===== src/rtl/fact_accel_mmio_if.sv =====
// ---------------------------------------------------------------------------
// fact_accel_mmio_if : CPU-side register-window bus of the factorial engine
// Rev 1.0
// ---------------------------------------------------------------------------
`default_nettype none

interface fact_accel_mmio_if;
  logic [1:0]  A;
  logic        WE;
  logic [31:0] WD;
  logic [31:0] RD;
  logic        Irq;

  modport master (output A, output WE, output WD, input RD, input Irq);
  modport slave  (input A, input WE, input WD, output RD, output Irq);
endinterface

`default_nettype wire


===== src/rtl/fact_accel_mmio.sv =====
// ---------------------------------------------------------------------------
// fact_accel_mmio : memory-mapped n! accelerator, one multiply per clock
// Rev 1.0
// ---------------------------------------------------------------------------
`default_nettype none

module fact_accel_mmio #(
  parameter int DATA_W = 32,
  parameter int N_W    = 4
) (
  input  logic             Clk,
  input  logic             Rst,
  fact_accel_mmio_if.slave bus
);

  localparam int P_W = DATA_W + N_W;

  typedef enum logic [0:0] {
    IDLE = 1'b0,
    CALC = 1'b1
  } state_t;

  state_t              state_q, state_d;
  logic [N_W-1:0]      n_q, n_d;
  logic [N_W-1:0]      cnt_q, cnt_d;
  logic [DATA_W-1:0]   acc_q, acc_d;
  logic [DATA_W-1:0]   result_q, result_d;
  logic                go_q, go_d;
  logic                ie_q, ie_d;
  logic                done_q, done_d;
  logic                err_q, err_d;

  logic                wr_n, wr_ctrl, wr_status, start;
  logic [P_W-1:0]      prod;
  logic                prod_ovf;
  logic [31:0]         rd;

  always_comb begin
    wr_n      = bus.WE && (bus.A == 2'd0);
    wr_ctrl   = bus.WE && (bus.A == 2'd1);
    wr_status = bus.WE && (bus.A == 2'd2);
    start     = wr_ctrl && bus.WD[0] && (state_q == IDLE);
    prod      = P_W'(acc_q) * P_W'(cnt_q);
    prod_ovf  = (prod[P_W-1:DATA_W] != '0);
  end

  always_comb begin
    state_d  = state_q;
    n_d      = n_q;
    cnt_d    = cnt_q;
    acc_d    = acc_q;
    result_d = result_q;
    go_d     = go_q;
    ie_d     = ie_q;
    done_d   = done_q;
    err_d    = err_q;

    if (wr_n) begin
      n_d = bus.WD[N_W-1:0];
    end
    if (wr_ctrl) begin
      go_d = bus.WD[0];
      ie_d = bus.WD[1];
    end
    if (wr_status) begin
      if (bus.WD[0]) done_d = 1'b0;
      if (bus.WD[1]) err_d  = 1'b0;
    end

    // Flag sets come after the W1C so a finish on the same edge wins.
    case (state_q)
      IDLE: begin
        if (start) begin
          acc_d   = DATA_W'(1);
          cnt_d   = n_q;
          done_d  = 1'b0;
          err_d   = 1'b0;
          state_d = CALC;
        end
      end
      CALC: begin
        if (cnt_q <= N_W'(1)) begin
          result_d = acc_q;
          done_d   = 1'b1;
          state_d  = IDLE;
        end else if (prod_ovf) begin
          err_d   = 1'b1;
          state_d = IDLE;
        end else begin
          acc_d = prod[DATA_W-1:0];
          cnt_d = cnt_q - N_W'(1);
        end
      end
      default: state_d = IDLE;
    endcase
  end

  always_ff @(posedge Clk or posedge Rst) begin
    if (Rst) begin
      state_q  <= IDLE;
      n_q      <= '0;
      cnt_q    <= '0;
      acc_q    <= '0;
      result_q <= '0;
      go_q     <= 1'b0;
      ie_q     <= 1'b0;
      done_q   <= 1'b0;
      err_q    <= 1'b0;
    end else begin
      state_q  <= state_d;
      n_q      <= n_d;
      cnt_q    <= cnt_d;
      acc_q    <= acc_d;
      result_q <= result_d;
      go_q     <= go_d;
      ie_q     <= ie_d;
      done_q   <= done_d;
      err_q    <= err_d;
    end
  end

  always_comb begin
    rd = '0;
    case (bus.A)
      2'd0:    rd[N_W-1:0]    = n_q;
      2'd1:    rd[1:0]        = {ie_q, go_q};
      2'd2:    rd[2:0]        = {(state_q == CALC), err_q, done_q};
      default: rd[DATA_W-1:0] = result_q;
    endcase
  end

  assign bus.RD  = rd;
  assign bus.Irq = ie_q & (done_q | err_q);

endmodule

`default_nettype wire


===== src/flat_wrapper.sv =====
// flat-port wrapper written by rule: the top's interface ports become plain ports
module fact_accel_mmio_flat 
#(
  parameter int DATA_W = 32,
  parameter int N_W    = 4
)
  (Clk, Rst, bus_A, bus_WE, bus_WD, bus_RD, bus_Irq);
  fact_accel_mmio_if bus_i ();
  input  logic Clk;
  input  logic Rst;
  input wire logic [$bits(bus_i.A)-1:0] bus_A;
  input wire logic [$bits(bus_i.WE)-1:0] bus_WE;
  input wire logic [$bits(bus_i.WD)-1:0] bus_WD;
  output wire logic [$bits(bus_i.RD)-1:0] bus_RD;
  output wire logic [$bits(bus_i.Irq)-1:0] bus_Irq;
  assign bus_i.A = bus_A;
  assign bus_i.WE = bus_WE;
  assign bus_i.WD = bus_WD;
  assign bus_RD = bus_i.RD;
  assign bus_Irq = bus_i.Irq;
  fact_accel_mmio #(.DATA_W(DATA_W), .N_W(N_W)) u_core (.Clk(Clk), .Rst(Rst), .bus(bus_i));
endmodule

===== config.mk =====
export PLATFORM = sky130hd
export DESIGN_NAME = fact_accel_mmio_flat
export DESIGN_NICKNAME = d
export VERILOG_FILES = /design/src/rtl/fact_accel_mmio_if.sv /design/src/rtl/fact_accel_mmio.sv /design/src/flat_wrapper.sv
export SDC_FILE = /design/constraint.sdc
export NUM_CORES = 1
export LEC_CHECK = 0
export CAP_MARGIN = 10
export CORE_ASPECT_RATIO = 1.1
export CORE_UTILIZATION = 26
export DETAILED_ROUTE_END_ITERATION = 6
export PLACE_DENSITY = 0.49
export SETUP_SLACK_MARGIN = 0.05
export SLEW_MARGIN = 10
export SYNTH_ARGS = -nofsm -noshare
export SYNTH_HDL_FRONTEND = slang
export SYNTH_SLANG_ARGS = --single-unit

===== constraint.sdc =====
create_clock -name Clk -period 11.5 [get_ports Clk]
set_input_delay 1.15 -clock Clk [delete_from_list [all_inputs] [get_ports Clk]]
set_output_delay 1.15 -clock Clk [all_outputs]
set_load 0.01 [all_outputs]

==> flow_summary.ini <==
[timing]
fin_crit_ps = 5760
tns_ps = 0
setup_viol = 0
final-max-slew-violation-count = 0
max_slew.worst_pin.slew_ps = 1080
clock.fmax_mhz = 174
finalHoldViolCount = 0
rsz0062_at_grt = no
holdWs_ps = 496
fin_crit_sh_pct = 50.0
slew_headroom_pct = 28.2
clock-skew-final_ps = 6.60

[critical_path]
cp_data_arrival_time_ps = 5990
cp_max_fo = 26
worstSetupPathType = reg2reg
worst_setup_path_start_kind = flop
rr_startpoint = u_core.cnt_q[1]
cp_slowest_cell = dfrtp_1
cp-end-kind = flop
cp-startpoint = u_core.cnt_q[1]
cp_top_family = compound AO/OA/AOI/OAI gates
cp.buffers_inverters = 3
required_ps = 11730
cp_cell_sequence = and2_1, fa_1, inv_1, fa_1, inv_1, ha_1, a21oi_1, o21ai_0, a221oi_1, a21boi_0, o21a_1, o21ai_1, or2_2, buf_4, mux2_1
slowest_delay_ps = 640

[global_routing]
grt_pass1_wl_mm = 34.9
grt_start_max_net_pins = 78
antenna_found_initial = 0
grt_pass1_vias = 6446
track_usage_pct = 14.1
gr-total-overflow = 0

[floorplanning]
num_io_pins = 70
rows = 66
chipHeight_um = 186
fp.dieW_um = 169
start_util_pct = 26.7
dieArea_um2 = 31400
core_um2 = 29900

[yosys]
yosysTopAreaCell = dfrtp_1
syn_inst = 915
synth_compound_area_share_pct = 12.1
muxShareOfSynthArea_pct = 10.3
yosys.area_share.simple_pct = 20.9
ys.warnings.count = 0
ys_ff_latch = 77
ys_seq_area_share_pct = 24.1
syn_nets = 1054
synth-edff-count = 0
async_reset_ff_share_pct = 100
synth.distinct_cells = 62
synth_xor_xnor_area_share_pct = 2.41
synthFlopType = dfrtp_1
ys_top_cells_by_area = dfrtp_1 24%, fa_1 15%, and2_1 7.3%
yosys.area_share.adder_pct = 21.6
syn_avg_cell_area_um2 = 8.72
synth_top_family_by_area = adder cells
synthesis.area_um2 = 7980
yosys.area.top_type_share_pct = 24.1

[clocking]
cts_tree = done
path_clk_slew_ps = 70
clk_latency_ps = 350
postCtsSetupBuffers = 0
hold_buffers = 0
cts_buffers = 9
post_cts_resized = 0
cts_sinks = 77
root_buffer = clkbuf_16
cts_buffer_depth = 2
htreeDepth = 3

[final_layout]
diodes = 0
drive_gt1_share_pct = 8.00
finish.instance_area_um2 = 9070
utilization_pct = 30.3
fin_cells = 1346
final_nets = 1072
synthToLayoutAreaGrowth_pct = 13.7

[place]
place_hpwl_mm = 14.8
port_buffers = 41
gp_congestion = 0.791
placed_cells = 1330
dpl-instance-area_um2 = 8770

[detailed_routing]
drt-initial-drc-count = 309
antenna_left = 0
vias_per_cell = 4.63
wl_mm = 20.7
firstDrtPassIters = 6
route.vias.total = 6236
remaining_drc_errors = 0
wire_per_inst_um = 15.4

[job]
maxCapViolations = 0

[pwr]
peakVddDrop_mv = 0.0813
p_per_area_nw_per_um2 = 196
p_leak_nw = 4.40

[run_status]
status = finished, final reports clean

[min_path]
hold_path_class = reg2reg
hp-start = u_core.result_q[29]
power by group:
group	switching, W	internal, W
clock network	0.000129	0.000170
logic	0.000608	0.000416
registers	0.0000954	0.000359
total	0.000833	0.000944
per-stage QoR:
step	total power, W	worst slack [ps]
2_1_floorplan	0.00123	6770
5_1_grt	0.00196	5350
3_5_place_dp	0.00149	5780
4_1_cts	0.00180	5760
6_report	0.00178	5740
3_3_place_gp	0.00148	5860
synth_stat cells (4+ instances only):
master and count:
clkbuf_1 33, a221oi_1 4, buf_6 6, dfrtp_1 77, nor2_1 27, a211oi_1 6, o21ai_0 28, xor2_1 9
xnor2_1 13, o211ai_1 13, fa_1 60, nand3_1 12, and2_1 93, mux2i_1 33, and3_1 31, o21a_1 7
a21oi_1 41, mux2_2 38, nor2b_1 5, inv_1 122, buf_1 4, o21bai_1 4, a21o_1 10, nor3_1 10
nand2_1 121, nand4_1 11, nor4_1 4, ha_1 42, nand2b_1 4
per-layer routing:
layer  GRT usage [%]  share of wire [%]  up-vias
met4            3.53                1.2        0
met2            23.3                 46       69
li1                -                  -     3063
met3            2.02                2.3       16
met1            19.2                 50     3088
met5               0                  0        -
cell type report:
cell class              instances  area (µm²)
multi-input cells             671        5380
well taps                     408         510
clock buffers                  10         229
clock inverters                 6        72.6
fillers                      3236       20800
inverters                     122         459
flip-flops and latches         77        1930
repair buffers                 52         493
registers in the layout, summed over array words and instances (netlist names):
| register | flops |
|---|---|
| u_core.done_q | 1 |
| u_core.state_q | 1 |
| u_core.go_q | 1 |
| u_core.ie_q | 1 |
| u_core.acc_q | 32 |
| u_core.cnt_q | 4 |
| u_core.result_q | 32 |
| u_core.err_q | 1 |
| u_core.n_q | 4 |
cells by family (layout without fill, tap and decap cells):
| kind of cell | Yosys count | after routing |
|---|---|---|
| buffers and inverters | 167 | 190 |
| AND/OR/NAND/NOR | 328 | 328 |
| adder cells (fa/ha/maj) | 102 | 102 |
| XOR/XNOR | 22 | 22 |
| flip-flops | 77 | 77 |
| multiplexers | 75 | 75 |
| AO/OA/AOI/OAI | 144 | 144 |
worst register-to-register path: stages (launching register included):
cell,delay (ps)
dfrtp_1,640
and2_1,310
fa_1,470
inv_1,50
fa_1,520
inv_1,50
ha_1,380
a21oi_1,440
o21ai_0,180
a221oi_1,480
a21boi_0,210
o21a_1,220
o21ai_1,350
or2_2,420
buf_4,520
mux2_1,380
layout by cell type, fill, tap and decap left out, types with 6 or more instances in the layout:
cell type        count
a211oi_1             6
a21o_1              10
a21oi_1             41
and2_1              93
and3_1              31
buf_4               11
clkbuf_16            9
clkdlybuf4s50_1     41
dfrtp_1             77
fa_1                60
ha_1                42
inv_1              121
mux2_2              38
mux2i_1             33
nand2_1            121
nand3_1             12
nand4_1             11
nor2_1              27
nor3_1              10
o211ai_1            13
o21a_1               7
o21ai_0             28
xnor2_1             13
xor2_1               9
worst paths after layout:
kind,end,slack (ps),cells past startpoint
max,u_core.acc_q[28],5740,15
min,u_core.result_q[29],500,1
max reg2reg,u_core.acc_q[28],5740,15
min reg2reg,u_core.result_q[29],500,1
max in group asynchronous,u_core.acc_q[9],9360,3
min in group asynchronous,u_core.acc_q[28],1480,3
(Power assumes the default switching activity.)
